`config.mk`:
```
export PLATFORM = sky130hd
export DESIGN_NAME = trade_report_scheduler
export DESIGN_NICKNAME = d
export VERILOG_FILES = /design/src/rtl/trade_report_scheduler.sv
export SDC_FILE = /design/constraint.sdc
export NUM_CORES = 1
export LEC_CHECK = 0
export CORE_MARGIN = 5
export CORE_UTILIZATION = 45
export DETAILED_ROUTE_END_ITERATION = 10
export PLACE_DENSITY_LB_ADDON = 0.12
export SLEW_MARGIN = 20
export SYNTH_ARGS = -nofsm -noshare
export SYNTH_HDL_FRONTEND = slang
export SYNTH_SLANG_ARGS = --single-unit
```
`constraint.sdc`:
```
create_clock -name low_clk -period 7.2 [get_ports low_clk]
set_clock_uncertainty 0.15 [all_clocks]
set_input_delay 1.44 -clock low_clk [delete_from_list [all_inputs] [get_ports low_clk]]
set_output_delay 1.44 -clock low_clk [all_outputs]
set_load 0.02 [all_outputs]
```
`src/rtl/trade_report_scheduler.sv`:
```
// trade_report_scheduler: queues trades, injects heartbeats, and frames them as 6-byte reports on a valid/ready byte link
module trade_report_scheduler #(
  parameter int DEPTH = 8,
  parameter int HB_PERIOD = 1000
) (
  input  logic                      low_clk,
  input  logic                      rst,
  input  logic                      trade_valid,
  input  logic                      trade_side,
  input  logic [31:0]               balance,
  input  logic                      tx_ready,
  output logic                      tx_valid,
  output logic [7:0]                tx_data,
  output logic                      busy,
  output logic [$clog2(DEPTH):0]    fifo_count,
  output logic                      overflow,
  output logic [15:0]               drop_count
);
  localparam int AW = $clog2(DEPTH);
  typedef enum logic {IDLE, SEND} state_t;
  state_t state_q, state_d;
  logic [32:0] mem_q [DEPTH];
  logic [AW-1:0] wr_ptr_q, wr_ptr_d, rd_ptr_q, rd_ptr_d;
  logic [AW:0] cnt_q, cnt_d;
  logic overflow_q, overflow_d, hb_pend_q, hb_pend_d;
  logic [15:0] drop_q, drop_d;
  logic [31:0] hb_cnt_q, hb_cnt_d;
  logic [47:0] sr_q, sr_d;
  logic [2:0] idx_q, idx_d;
  logic [32:0] head;
  logic pop, wr, drop, load_hb, accept, last, hb_wrap;

  function automatic logic [47:0] frame(input logic [7:0] h, input logic [31:0] b);
    return {h, b, h ^ b[31:24] ^ b[23:16] ^ b[15:8] ^ b[7:0]};
  endfunction

  // Handshake qualifiers: an idle FSM pops a non-empty FIFO before it considers a heartbeat
  always_comb begin
    head    = mem_q[rd_ptr_q];
    pop     = state_q == IDLE && cnt_q != '0;
    load_hb = state_q == IDLE && cnt_q == '0 && hb_pend_q;
    wr      = trade_valid && (cnt_q != (AW+1)'(DEPTH) || pop);
    drop    = trade_valid && !wr;
    accept  = state_q == SEND && tx_ready;
    last    = accept && idx_q == 3'd5;
    hb_wrap = HB_PERIOD != 0 && hb_cnt_q == 32'(HB_PERIOD - 1);
  end

  // FIFO bookkeeping, drop statistics, heartbeat timer and the frame shift register
  always_comb begin
    wr_ptr_d   = wr_ptr_q + AW'(wr);
    rd_ptr_d   = rd_ptr_q + AW'(pop);
    cnt_d      = cnt_q + (AW+1)'(wr) - (AW+1)'(pop);
    overflow_d = overflow_q | drop;
    drop_d     = drop_q + 16'(drop && drop_q != 16'hFFFF);
    hb_cnt_d   = (HB_PERIOD == 0 || hb_wrap) ? 32'd0 : hb_cnt_q + 32'd1;
    hb_pend_d  = load_hb ? 1'b0 : (hb_pend_q | hb_wrap);
    sr_d       = pop ? frame(8'hA0 | {7'd0, head[32]}, head[31:0]) :
                 load_hb ? frame(8'hA2, balance) :
                 accept ? {sr_q[39:0], 8'h00} : sr_q;
    idx_d      = (pop || load_hb) ? 3'd0 : accept ? idx_q + 3'd1 : idx_q;
  end

  // Next state: leave IDLE whenever there is work, return after B5 is accepted
  always_comb begin
    state_d = state_q == IDLE ? ((cnt_q != '0 || hb_pend_q) ? SEND : IDLE) : (last ? IDLE : SEND);
  end

  // Outputs: the shift register drains to zero, so tx_data reads 0 between frames
  always_comb begin
    tx_valid   = state_q == SEND;
    busy       = state_q == SEND;
    tx_data    = sr_q[47:40];
    fifo_count = cnt_q;
    overflow   = overflow_q;
    drop_count = drop_q;
  end

  // State and control registers
  always_ff @(posedge low_clk) begin
    if (rst) begin
      state_q    <= IDLE;
      wr_ptr_q   <= '0;
      rd_ptr_q   <= '0;
      cnt_q      <= '0;
      overflow_q <= 1'b0;
      drop_q     <= '0;
      hb_cnt_q   <= '0;
      hb_pend_q  <= 1'b0;
      sr_q       <= '0;
      idx_q      <= '0;
    end else begin
      state_q    <= state_d;
      wr_ptr_q   <= wr_ptr_d;
      rd_ptr_q   <= rd_ptr_d;
      cnt_q      <= cnt_d;
      overflow_q <= overflow_d;
      drop_q     <= drop_d;
      hb_cnt_q   <= hb_cnt_d;
      hb_pend_q  <= hb_pend_d;
      sr_q       <= sr_d;
      idx_q      <= idx_d;
    end
  end

  // FIFO storage needs no reset; the pointers define what is valid
  always_ff @(posedge low_clk) begin
    if (!rst && wr) mem_q[wr_ptr_q] <= {trade_side, balance};
  end
endmodule
```
Word-level counts from Yosys, hierarchy flattened
Memory sizes are Yosys's and may differ from the RTL's. A register that Yosys moved wholly into a read port is not among the register bits.
Cells that the tools add are included.
{"block": "classes", "add_sub_neg": 7, "mul": 0, "div": 0, "order_cmp": 0, "eq_ne": 4, "n_shift": 0, "n_mux": 9, "bitwise": 11, "reduce_logical": 23}
{"cell": "$mux 48", "n": 3}
{"cell": "$xor 8x8->8", "n": 7}
{"cell": "$add 32x1->32 const B", "n": 1}
{"cell": "$eq 32x10->1 const B", "n": 1}
{"cell": "$add 16x1->16", "n": 1}
{"cell": "$ne 16x16->1 const B", "n": 1}
{"cell": "$logic_and 1x1->1", "n": 9}
{"cell": "$reduce_or 2->1", "n": 4}
{"cell": "$add 3x1->3", "n": 2}
{"cell": "$mux 1", "n": 5}
{"cell": "$add 4x1->4", "n": 1}
{"cell": "$logic_not 4->1", "n": 1}
{"cell": "$ne 4x4->1 const B", "n": 1}
{"cell": "$reduce_bool 4->1", "n": 1}
{"cell": "$sub 4x1->4", "n": 1}
{"cell": "$add 3x1->3 const B", "n": 1}
{"cell": "$eq 3x3->1 const B", "n": 1}
{"cell": "$logic_or 1x1->1", "n": 3}
{"cell": "$mux 3", "n": 1}
{"cell": "$not 3->3", "n": 1}
{"cell": "$reduce_bool 3->1", "n": 1}
{"cell": "$reduce_or 3->1", "n": 1}
{"cell": "$logic_not 1->1", "n": 2}
{"cell": "$or 1x1->1", "n": 2}
{"cell": "2 further kinds", "n": 2}
{"block": "word_totals", "ff_bits": 112, "latch_bits": 0, "ram_bits": 264, "mem_bits_ro": 0, "inputBits": 37, "n_memories": 1}
{"name": "mem_q", "depth": 8, "word_bits": 33, "rd": 1, "rd_clocked_by_memory_dff": 1, "wr": 1, "line_no": "22", "rtl": "logic [32:0] mem_q [DEPTH];"}

Depth between registers and ports, before layout
{"block": "logic_depth", "word_depth": 8, "ltp_mapped": 14, "depth_no_buf": 12}

Worst setup path after synthesis
OpenSTA, ideal clock, no wires.
{"block": "synth_timing", "path_kind": "input port to flip-flop", "from": "input port trade_valid", "to": "memory mem_q[0][0] (enable)", "setup_ps": 464, "t_arrival_ps": 4162, "required_time_ps": 6586, "path_slack_ps": 2423, "stages": 3, "path_cell_list": "nand2_1 or3_1 nor3_1"}
{"block": "synth_via", "elab_chain_len": 4}
{"element": "start, declared", "line_no": "8", "rtl": "input logic trade_valid,"}
{"element": "$logic_and 1x1->1", "line_no": "42", "rtl": "wr = trade_valid && (cnt_q != (AW+1)'(DEPTH) || pop);"}
{"element": "$logic_and 1x1->1", "line_no": "108", "rtl": "if (!rst && wr) mem_q[wr_ptr_q] <= {trade_side, balance};"}
{"element": "$mux 1", "line_no": "108"}
{"element": "$mux 1 (implied by the code)", "line_no": "108"}
{"element": "end, declared", "line_no": "22"}
Every way passes these cells.

==> metrics.txt <==
DP HPWL about 20 mm; Setup CP Type flop to flop; die width 195 µm; Setup TNS 0 ps; Num CTS Buffers 40; GRT Resource Usage Total 17.0%; clock root cell clkbuf_16; Clock Sinks around 380; Ant. Diodes 0; count of state elements after synthesis 376; slowest CP cell dfxtp_4; Setup crit end kind flop; crit-path cells buf_4 -> mux4_2 -> mux2_2 -> xor2_1 -> xnor3_1 -> a221oi_1 -> nor3_1; ys flop type edfxtp_1; Routed WL 32.5 mm; mapped cell area between 15000 and 20000 µm²; Worst path max stage delay slightly below 1000 ps; r2r setup slk 3680 ps; highest clock rate 284 MHz; worst setup path end sr_q[6]$_SDFFE_PP0P_; global-route wire length before repair 51.0 mm; Setup Buffers After CTS 0; CP Launch Type flop; Vias/cell 5.46; vias in the first global route around 8700; synth unique cells 46; Max-Cap Viols 0; routability cong. between 0.7 and 0.8; reg2reg start rd_ptr_q[0]$_SDFF_PP0_; Rows 67; Post-Syn Instances 1010; peak supply drop 195 µV; Req. time, crit path ~7400 ps; clk_lat worst skew 520 ps; CP arrival 3730 ps; # port buffers 67; WL/cell 20.9 µm; initial antenna violation count 1; CTS tree built; Multi-input gate area 4890 µm²; Slew headroom 35.7%; Die ar. about 38000 µm²; core area between 30000 and 40000 µm²; final count of negative-setup-slack endpoints 0; register area share after synthesis 66.3%; Die Ht 195 µm; path depth of the worst reg2reg path 7; largest net degree at the start of global routing 79; fin area 17700 µm²; FFs w/ async S/R, synth 0%; fraction of layout cells with a size suffix above 1 16.0%; FILL cells 2780; register area 10200 µm²; r2r endpoint sr_q[6]$_SDFFE_PP0P_; crit path max fanout between 40 and 50; grt ovf 0; Pre-Repair DR Iteration Count 9; Clock transition at path regs 60 ps; crit share post-route 48.9%; Critical Path Source rd_ptr_q[0]$_SDFF_PP0_; fin crit period ~3500 ps; Slew @ Worst Pin 964 ps; number of synthesized flops with an enable pin between 200 and 300; Slew Viols, Final 0; Pleak 5.81 nW; htree depth 2; initial core utilization 45.6%; status completed; Area Growth Syn to Fin 15.6%; vias 8498; PostCTS Resize Cnt 0; cts hold-fix bufs 0; Buf/Inv on CP 1; CTS Buffer Depth 3; nets 1132; Routed Antenna Nets 0; PD cells around 340 nW/µm²; Synth Warn # 0; # DRC 0; Area after DPL between 15000 and 20000 µm²; drt first-iter violations 661; Final Hold Violating Endpoints 0; I/O pin cnt 68; Mapped Nets 1064; worst min path class flop to flop; Avg Cell Area, Syn around 15 µm²; cell count along the critical path 7; RSZ-0062 raised after global routing no; largest delay contributor family on the critical path flip-flops
per-stage QoR:
step           hold slack, ps  power [mW]  util (%)  setup WS [ps]  cells
5_1_grt                   327        6.36      52.7           3310   1555
4_1_cts                   303        6.12      52.7           3530   1555
6_report                  299        6.04      52.7           3680   1555
2_1_floorplan             276        3.75         -           2420   1010
3_3_place_gp              289        4.13      49.0           3280   1484
3_5_place_dp              293        4.14      49.0           3250   1484
worst min path at each step:
stage	startpoint	to	slack [ps]	cells past startpoint
detailed placement	hb_cnt_q[0]$_SDFF_PP0_	hb_cnt_q[0]$_SDFF_PP0_	290	1
global placement	hb_cnt_q[0]$_SDFF_PP0_	hb_cnt_q[0]$_SDFF_PP0_	290	1
finish	overflow$_SDFF_PP0_	overflow$_SDFF_PP0_	300	2
CTS	overflow$_SDFF_PP0_	overflow$_SDFF_PP0_	300	2
floorplan	hb_cnt_q[0]$_SDFF_PP0_	hb_cnt_q[0]$_SDFF_PP0_	280	1
global route	overflow$_SDFF_PP0_	overflow$_SDFF_PP0_	330	2
cell type report:
type	count	share of cell area [%]
Sequential cell	376	57.4
Multi-Input combinational cell	563	27.6
Clock buffer	57	6.29
Tap cell	448	3.16
Inverter	12	0.254
Clock inverter	14	0.819
Timing Repair Buffer	85	4.52
placed cells by master (no fill, tap or decap), types with 16 or more instances in the layout:
cell / instances
a21oi_1: 49
a222oi_1: 25
buf_4: 18
clkbuf_16: 41
clkdlybuf4s50_1: 66
dfxtp_1: 109
edfxtp_1: 264
ha_1: 16
mux2_2: 26
mux4_2: 66
nand2_1: 76
nand3_1: 23
nor2_1: 71
xnor2_1: 28
xor2_1: 49
cells in the mapped netlist, types with 7 or more instances:
master	number	area, µm²
or3_1	8	50.1
a221oi_1	8	70.1
mux4_2	66	1490
xnor2_1	28	245
a222oi_1	25	250
edfxtp_1	264	7930
ha_1	16	200
buf_4	11	82.6
inv_1	12	45.0
nor2_1	77	289
and3_1	9	56.3
o21ai_0	11	55.1
mux2i_1	7	70.1
nor4_1	7	43.8
clkbuf_1	30	113
nand3_1	23	115
dfxtp_1	112	2240
nand2_1	76	285
xor2_1	49	429
a21oi_1	49	245
nor2b_1	9	56.3
mux2_2	26	293
nand4_1	12	75.1
nor3_1	15	75.1
buf_1	10	37.5
state kept, by name, indices dropped and copies added, names as in the netlist:
register and cells:
mem_q 264, overflow 1, hb_cnt_q 32, idx_q 3, sr_q 48, busy 1, rd_ptr_q 3, hb_pend_q 1
fifo_count 4, drop_count 16, wr_ptr_q 3
power breakdown:
group	switching [mW]	internal, mW
clock	0.787	1.18
combinational	0.700	0.715
sequential	0.169	2.49
kinds of logic (layout without fill, tap and decap cells):
kind of cell | after synthesis | after routing | synth area share (%)
buffers and inverters | 71 | 168 | 2.19
muxes | 100 | 100 | 12.1
adders and majority gates | 17 | 17 | 1.44
xor gates and xnor gates | 85 | 85 | 5.59
DFF | 376 | 376 | 66.3
and+or+nand+nor | 253 | 253 | 7.63
AOI/OAI and AO/OA | 108 | 108 | 4.72
per-layer routing:
layer	GRT usage, %	share of wire [%]	up-vias
met1	23.9	45	4293
met2	28.3	49	165
met3	2.77	3.9	38
met4	3.67	1.6	2
met5	0	0.022	-
li1	-	-	4000
worst register-to-register path, stage by stage, from the launching register on:
cell and delay, ps:
dfxtp_4 980, buf_4 560, mux4_2 570, mux2_2 300
xor2_1 210, xnor3_1 240, a221oi_1 300, nor3_1 90
Note: power is estimated with default switching activity, not from simulation.
